==> config.mk <==
export PLATFORM = sky130hd
export DESIGN_NAME = serial_add_ctrl
export DESIGN_NICKNAME = d
export VERILOG_FILES = /design/src/rtl/serial_add_ctrl_pkg.sv /design/src/rtl/full_adder.sv /design/src/rtl/serial_add_ctrl.sv
export SDC_FILE = /design/constraint.sdc
export NUM_CORES = 1
export LEC_CHECK = 0
export BUFFER_PORTS_ARGS = -buffer_cell sky130_fd_sc_hd__buf_2
export CAP_MARGIN = 20
export CORE_UTILIZATION = 50
export DETAILED_ROUTE_END_ITERATION = 10
export PLACE_DENSITY = 0.72
export SLEW_MARGIN = 10
export SYNTH_ARGS = -nofsm -noshare
export SYNTH_HDL_FRONTEND = slang
export SYNTH_SLANG_ARGS = --single-unit
==> constraint.sdc <==
create_clock -name clk -period 4.88 [get_ports clk]
set_input_delay 1.22 -clock clk [delete_from_list [all_inputs] [get_ports clk]]
set_output_delay 1.22 -clock clk [all_outputs]
set_load 0.03 [all_outputs]
==> src/rtl/serial_add_ctrl_pkg.sv <==
// serial_add_ctrl_pkg: shared state encodings and default word width for the hash_speed serial adder
package serial_add_ctrl_pkg;
  localparam int HS_WORD_W = 32;
  typedef enum logic [1:0] {
    ST_IDLE = 2'd0,
    ST_RUN  = 2'd1,
    ST_DONE = 2'd2
  } state_e;
endpackage

==> src/rtl/full_adder.sv <==
// full_adder: one-bit full adder (a + b + c -> s, carry)
module full_adder (
  input  logic a,
  input  logic b,
  input  logic c,
  output logic s,
  output logic carry
);
  assign s     = a ^ b ^ c;
  assign carry = (a & b) | (c & (a ^ b));
endmodule

==> src/rtl/serial_add_ctrl.sv <==
// serial_add_ctrl: bit-serial (LSB first) WIDTH-bit adder with start/busy/done handshake and accumulate mode
// Ports: clk, rst_n (async active-low); start/acc/op_a/op_b/cin request an addition (acc=1 reuses sum as A);
// busy high while bits are processed; done pulses one cycle when sum/cout are valid; sum/cout held until next start.
module serial_add_ctrl
  import serial_add_ctrl_pkg::*;
#(
  parameter int WIDTH = HS_WORD_W
) (
  input  logic             clk,
  input  logic             rst_n,
  input  logic             start,
  input  logic             acc,
  input  logic [WIDTH-1:0] op_a,
  input  logic [WIDTH-1:0] op_b,
  input  logic             cin,
  output logic             busy,
  output logic             done,
  output logic [WIDTH-1:0] sum,
  output logic             cout
);
  localparam int CNT_W = $clog2(WIDTH);
  state_e           state_q, state_d;
  logic [CNT_W-1:0] cnt_q;
  logic [WIDTH-1:0] a_q, b_q, sum_q, res;
  logic [WIDTH-2:0] r_q;
  logic             c_q, busy_q, done_q, cout_q, fa_s, fa_c, accept, last;
  full_adder u_fa (.a(a_q[0]), .b(b_q[0]), .c(c_q), .s(fa_s), .carry(fa_c));
  // r_q holds the WIDTH-1 bits already produced; res is the full word once the top bit arrives
  always_comb begin
    accept  = start && state_q != ST_RUN;
    last    = cnt_q == CNT_W'(WIDTH - 1);
    res     = {fa_s, r_q};
    state_d = accept ? ST_RUN : state_q == ST_RUN ? (last ? ST_DONE : ST_RUN) : ST_IDLE;
  end
  always_ff @(posedge clk or negedge rst_n) begin
    if (!rst_n) begin
      state_q <= ST_IDLE;
      cnt_q   <= '0;
      a_q     <= '0;
      b_q     <= '0;
      r_q     <= '0;
      c_q     <= 1'b0;
      sum_q   <= '0;
      cout_q  <= 1'b0;
      busy_q  <= 1'b0;
      done_q  <= 1'b0;
    end else begin
      state_q <= state_d;
      busy_q  <= state_d == ST_RUN;
      done_q  <= state_d == ST_DONE;
      if (accept) begin
        a_q   <= acc ? sum_q : op_a;
        b_q   <= op_b;
        c_q   <= cin;
        cnt_q <= '0;
      end else if (state_q == ST_RUN) begin
        a_q   <= a_q >> 1;
        b_q   <= b_q >> 1;
        r_q   <= res[WIDTH-1:1];
        c_q   <= fa_c;
        cnt_q <= cnt_q + CNT_W'(1);
        if (last) begin
          sum_q  <= res;
          cout_q <= fa_c;
        end
      end
    end
  end
  assign busy = busy_q;
  assign done = done_q;
  assign sum  = sum_q;
  assign cout = cout_q;
endmodule

After elaboration in Yosys (flattened, before gate mapping)
Index checks and enable logic that the tools add are counted.
Word-level totals
  input bits: 69
  flip-flop bits (word level): 138
  logic and storage cells: 38
Cells by class
  eq/ne operators: 5
  bitwise gates (word level): 6
  muxes and demuxes: 12
  $add $sub $neg: 1
  reduce and logical (&&, ||, !) cells: 4
Operators by type and width (number)
  $mux 32: 5
  $mux 5: 2
  $mux 2: 3
  $add 5x1->5 const B: 1
  $eq 5x5->1 const B: 1
  $eq 2x1->1 const B: 2
  $reduce_and 3->1: 1
  $and 1x1->1: 2
  $eq 2x2->1 const B: 1
  $mux 1: 2
  $ne 2x1->1 const B: 1
  $reduce_and 2->1: 1
  $reduce_bool 2->1: 1
  $xor 1x1->1: 2
  $logic_and 1x1->1: 1
  $not 1->1: 1
  $or 1x1->1: 1

Longest topological paths before layout
  depth after elaboration: 5
  mapped depth: 7
  mapped depth without buffers: 5

Cells and area by module
From an unflattened synthesis, not the netlist that was laid out.
Second synthesis, totals
  cell total of the unflattened synthesis: 488
  area, all modules: 6174.7 um^2
Modules (own cells, without submodules)
  serial_add_ctrl: sequential area each 3428.3 um^2, times used 1, area an instance 6154.7 um^2, cells each 487
  full_adder: sequential area each 0.0 um^2, times used 1, area an instance 20.0 um^2, cells each 1

Worst setup path after synthesis
OpenSTA, ideal clock, no wires.
  path kind: input to register
  start point: input acc
  end point: register a_q[29]
  slack: 2.787 ns
  stages on the path: 5
  required time: 4.762 ns
  arrival: 1.975 ns
  library setup time: 0.118 ns
  cell sequence: buf_2 > buf_4 > mux2i_1 > a211oi_1 > a21o_1
On the way
  longest elaborated chain between the ends: 2
RTL lines
  from (decl): line serial_add_ctrl.sv:12  | input logic acc,
  $mux 32: line serial_add_ctrl.sv:52  | a_q <= acc ? sum_q : op_a;
  $mux 32: line serial_add_ctrl.sv:51  | if (accept) begin
  to (signal assigned): line serial_add_ctrl.sv:52
  to (signal assigned): line serial_add_ctrl.sv:57  | a_q <= a_q >> 1;
  to (decl): line serial_add_ctrl.sv:24  | logic [WIDTH-1:0] a_q, b_q, sum_q, res;
Every way passes these cells.
A chain may end at the register's enable or synchronous reset.

Final worst setup path
  start point: input start
  end point: register a_q[15]
On the way
  longest elaborated chain between the ends: 2
RTL lines
  from (decl): line serial_add_ctrl.sv:11  | input logic start,
  $logic_and 1x1->1 *: line serial_add_ctrl.sv:30  | accept = start && state_q != ST_RUN;
  $mux 32 or $reduce_bool 2->1 (tied branches)
Every way passes the cells marked *; elsewhere a longest branch is shown, timed or not.

==> impl_metrics.json <==
{
  "outcome": "completed",
  "num_vias": 3896,
  "preCtsSetupSlack_ps": 2004,
  "crit_path_top_delay_cell": "sky130_fd_sc_hd__buf_4",
  "period_minus_slack_ps": 2471,
  "fin_nets": 648,
  "share_of_cells_above_drive_strength_1_pct": 35.14,
  "htree_levels": 4,
  "finalSetupTns_ps": 0,
  "avgViaCountPerCell": 5.293,
  "floorplan.core_area_um2": 12010,
  "grtUsageMet1_pct": 24.23,
  "ys_ff_latch": 137,
  "boundaryPins": 104,
  "grt_antenna_before_repair": 1,
  "net-switching-power_w": 0.001527,
  "power.share.clock_pct": 28.4,
  "final_cells": 736,
  "delay_of_the_slowest_cell_on_the_worst_path_ps": 650,
  "grt_remaining_overflow": 0,
  "clk_pin_slew_ps": 60,
  "skew_ps": 8.638,
  "power_density_relative_to_cell_area_nw_per_um2": 638.2,
  "synthDistinctLibCells": 25,
  "critical_path.startpoint_type": "primary input",
  "drt.antenna.violating_nets": 0,
  "number_of_antenna_cells_inserted": 0,
  "syn_area_um2": 6175,
  "critPathMaxFanout": 71,
  "grt_util_met2_pct": 30.14,
  "cap_violations": 0,
  "power_report.internal_total_w": 0.003139,
  "clk_path_buf_depth": 2,
  "min-delay-path-class": "register to register",
  "final_number_of_hold_violating_endpoints": 0,
  "postPlaceCellArea_um2": 6704,
  "clock.fmax_ghz": 0.4048,
  "tritoncts": "yes",
  "synthesis.area_per_instance_um2": 12.65,
  "final_min_period_over_clock_period_pct": 50.63,
  "timing.critical_path.cells": "buf_4, buf_4, nor2_1, a211oi_1, a21o_1",
  "share_seq_of_total_power_pct": 41.1,
  "drt_first_pass_iters": 4,
  "rows": 40,
  "largest_net_degree_at_the_start_of_global_routing": 106,
  "globalRouteTotalUtil_pct": 18.86,
  "synth.net_count": 560,
  "grt_util_met3_pct": 5.303,
  "detail_route.iter0.violations": 180,
  "post_cts_hold_buffer_count": 0,
  "worstSetupPathType": "primary input to register",
  "critical-path-top-delay-family": "buffers and inverters",
  "final_area_um2": 7312,
  "critical_path.endpoint_type": "register",
  "setup_violations": 0,
  "timing.critical_path.mode_cell": "sky130_fd_sc_hd__buf_4",
  "r2r_setup_slack_ps": 2580,
  "power_leakage_nw": 3.837,
  "dpl.cell_count": 704,
  "worstSkewPairLatency_ps": 420,
  "post-route-drc-count": 0,
  "busiest_layer": "met2",
  "dieHeight_um": 113.1,
  "globalplace.congestion": 0.7047,
  "share_comb_of_total_power_pct": 30.5,
  "critical_path.n_buffers_inverters": 2,
  "tritoncts.num_buffers": 17,
  "clk_sink_count": 137,
  "grt_pass1_wl_um": 18750,
  "timing_worst_slew_pin_value_ps": 984.7,
  "synthToLayoutAreaGrowth_pct": 18.42,
  "synth.yosys.seq_area_share_pct": 55.52,
  "dp_hpwl_um": 6884,
  "max_slew_violation_count": 0,
  "power.switching_fraction_pct": 32.73,
  "placement.io_buffers": 103,
  "grt_pass1_vias": 4003,
  "worst_slack_ps": 2409,
  "required_ps": 5230,
  "route.final.wire_length_um": 10930,
  "cp.arrival_ps": 2820,
  "synthesis.instances": 488,
  "cts.repair_timing.setup_buffer_count": 0,
  "total_number_of_yosys_warnings": 0,
  "design.die.area_um2": 12800,
  "timing.slew.headroom_pct": 34.35,
  "cts.root.buffer_cell": "sky130_fd_sc_hd__clkbuf_16",
  "highest_ir_drop_seen_on_vdd_mv": 0.3392,
  "fp.dieW_um": 113.1,
  "hold_slack_ps": 471.6,
  "grt_setup_unrepaired": "false",
  "initial_core_util_pct": 51.41,
  "cts.repair.resized": 0,
  "routed_wire_length_per_instance_um": 14.85
}
==> cells by family (layout without fill, tap and decap cells) <==
logic type | Yosys count | in the layout | share of synthesized area (%)
adders and majority gates | 3 | 3 | 0.7294
muxes | 132 | 132 | 24.44
buffers and inverters | 38 | 139 | 3.384
and+or+nand+nor | 78 | 78 | 5.167
DFF | 137 | 137 | 55.52
AOI/OAI and AO/OA | 100 | 100 | 10.76
==> synth_stat cells <==
library cell / n / area (µm²)
sky130_fd_sc_hd__nand3_1: 1 / 5.000
sky130_fd_sc_hd__buf_4: 3 / 22.52
sky130_fd_sc_hd__o21a_1: 1 / 7.510
sky130_fd_sc_hd__ha_1: 2 / 25.02
sky130_fd_sc_hd__buf_1: 3 / 11.26
sky130_fd_sc_hd__mux2_2: 38 / 427.9
sky130_fd_sc_hd__clkbuf_1: 13 / 48.80
sky130_fd_sc_hd__nand2b_1: 2 / 12.51
sky130_fd_sc_hd__nor2b_4: 1 / 13.76
sky130_fd_sc_hd__and2_1: 1 / 6.260
sky130_fd_sc_hd__nand2_1: 36 / 135.1
sky130_fd_sc_hd__fa_1: 1 / 20.02
sky130_fd_sc_hd__and2_4: 1 / 8.760
sky130_fd_sc_hd__a41oi_1: 1 / 8.760
sky130_fd_sc_hd__a21oi_1: 1 / 5.000
sky130_fd_sc_hd__dfrtp_1: 137 / 3428
sky130_fd_sc_hd__nor2_1: 35 / 131.4
sky130_fd_sc_hd__a21o_1: 31 / 232.7
sky130_fd_sc_hd__and3_1: 1 / 6.260
sky130_fd_sc_hd__mux2_4: 28 / 420.4
sky130_fd_sc_hd__mux2i_1: 66 / 660.6
sky130_fd_sc_hd__buf_6: 5 / 56.30
sky130_fd_sc_hd__a211oi_1: 32 / 240.2
sky130_fd_sc_hd__o21ai_0: 34 / 170.2
sky130_fd_sc_hd__buf_2: 14 / 70.07
==> stage by stage <==
stage	utilization [%]	power, W
2_1_floorplan	-	0.003016
3_3_place_gp	55.81	0.003308
3_5_place_dp	55.81	0.003381
4_1_cts	60.88	0.004731
5_1_grt	60.88	0.004961
6_report	60.88	0.004667
==> cells in the final DEF (no fill, tap or decap) <==
cell,Yosys,routed
sky130_fd_sc_hd__buf_6,5,1
sky130_fd_sc_hd__ha_1,2,2
sky130_fd_sc_hd__fa_1,1,1
sky130_fd_sc_hd__a211oi_1,32,32
sky130_fd_sc_hd__nor2b_4,1,1
sky130_fd_sc_hd__clkinv_2,0,8
sky130_fd_sc_hd__mux2_4,28,28
sky130_fd_sc_hd__nand3_1,1,1
sky130_fd_sc_hd__a21o_1,31,31
sky130_fd_sc_hd__a41oi_1,1,1
sky130_fd_sc_hd__o21ai_0,34,34
sky130_fd_sc_hd__mux2_2,38,38
sky130_fd_sc_hd__o21a_1,1,1
sky130_fd_sc_hd__bufinv_16,0,4
sky130_fd_sc_hd__nand2_1,36,36
sky130_fd_sc_hd__and2_4,1,1
sky130_fd_sc_hd__clkbuf_16,0,17
sky130_fd_sc_hd__and2_1,1,1
sky130_fd_sc_hd__clkinvlp_4,0,3
sky130_fd_sc_hd__dfrtp_1,137,137
sky130_fd_sc_hd__buf_4,3,5
sky130_fd_sc_hd__nand2b_1,2,2
sky130_fd_sc_hd__nor2_1,35,35
sky130_fd_sc_hd__mux2i_1,66,66
sky130_fd_sc_hd__and3_1,1,1
sky130_fd_sc_hd__buf_2,14,101
sky130_fd_sc_hd__a21oi_1,1,1
==> sequential cells by signal (all words and copies together), names as in the netlist <==
signal / count
done: 1
r_q: 31
sum: 32
b_q: 32
c_q: 1
cout: 1
a_q: 32
state_q: 2
cnt_q: 5
==> worst paths after layout <==
path | from | to | depth (start not counted)
setup / recovery | start | a_q[15] | 5
hold / removal | b_q[22] | b_q[21] | 2
setup reg to reg | state_q[1] | r_q[27] | 3
hold reg to reg | b_q[22] | b_q[21] | 2
max in group asynchronous | rst_n | sum[15] | 2
min in group asynchronous | rst_n | b_q[3] | 1
==> layout make-up <==
class | instances | area, µm²
clock buffer | 17 | 425.4
multi-input combinational | 313 | 2537
tap | 147 | 183.9
clock inverter | 15 | 182.7
timing repair buffer | 107 | 554.3
sequential | 137 | 3428
fill | 985 | 4700
==> power groups by stage <==
stage / Combinational [W] / Sequential, W / Clock [W]
after floorplan: 0.000932 / 0.00208 / 0
after global placement: 0.00139 / 0.00192 / 0
after detailed placement: 0.00144 / 0.00194 / 0
after CTS: 0.00145 / 0.00193 / 0.00136
after global routing: 0.00157 / 0.00199 / 0.00140
final: 0.00142 / 0.00192 / 0.00133
==> metal layers <==
layer / vias to the layer above / wire (µm)
li1: 1915 / -
met1: 1879 / 5161
met2: 85 / 5027
met3: 17 / 547
met4: 0 / 189
met5: - / 0
==> worst reg2reg max path: stages, from the launching register on <==
cell                      delay (ps)
sky130_fd_sc_hd__dfrtp_1         390
sky130_fd_sc_hd__nor2b_4         610
sky130_fd_sc_hd__buf_4           750
sky130_fd_sc_hd__mux2_2          440
Power figures use the tool's default switching activity.
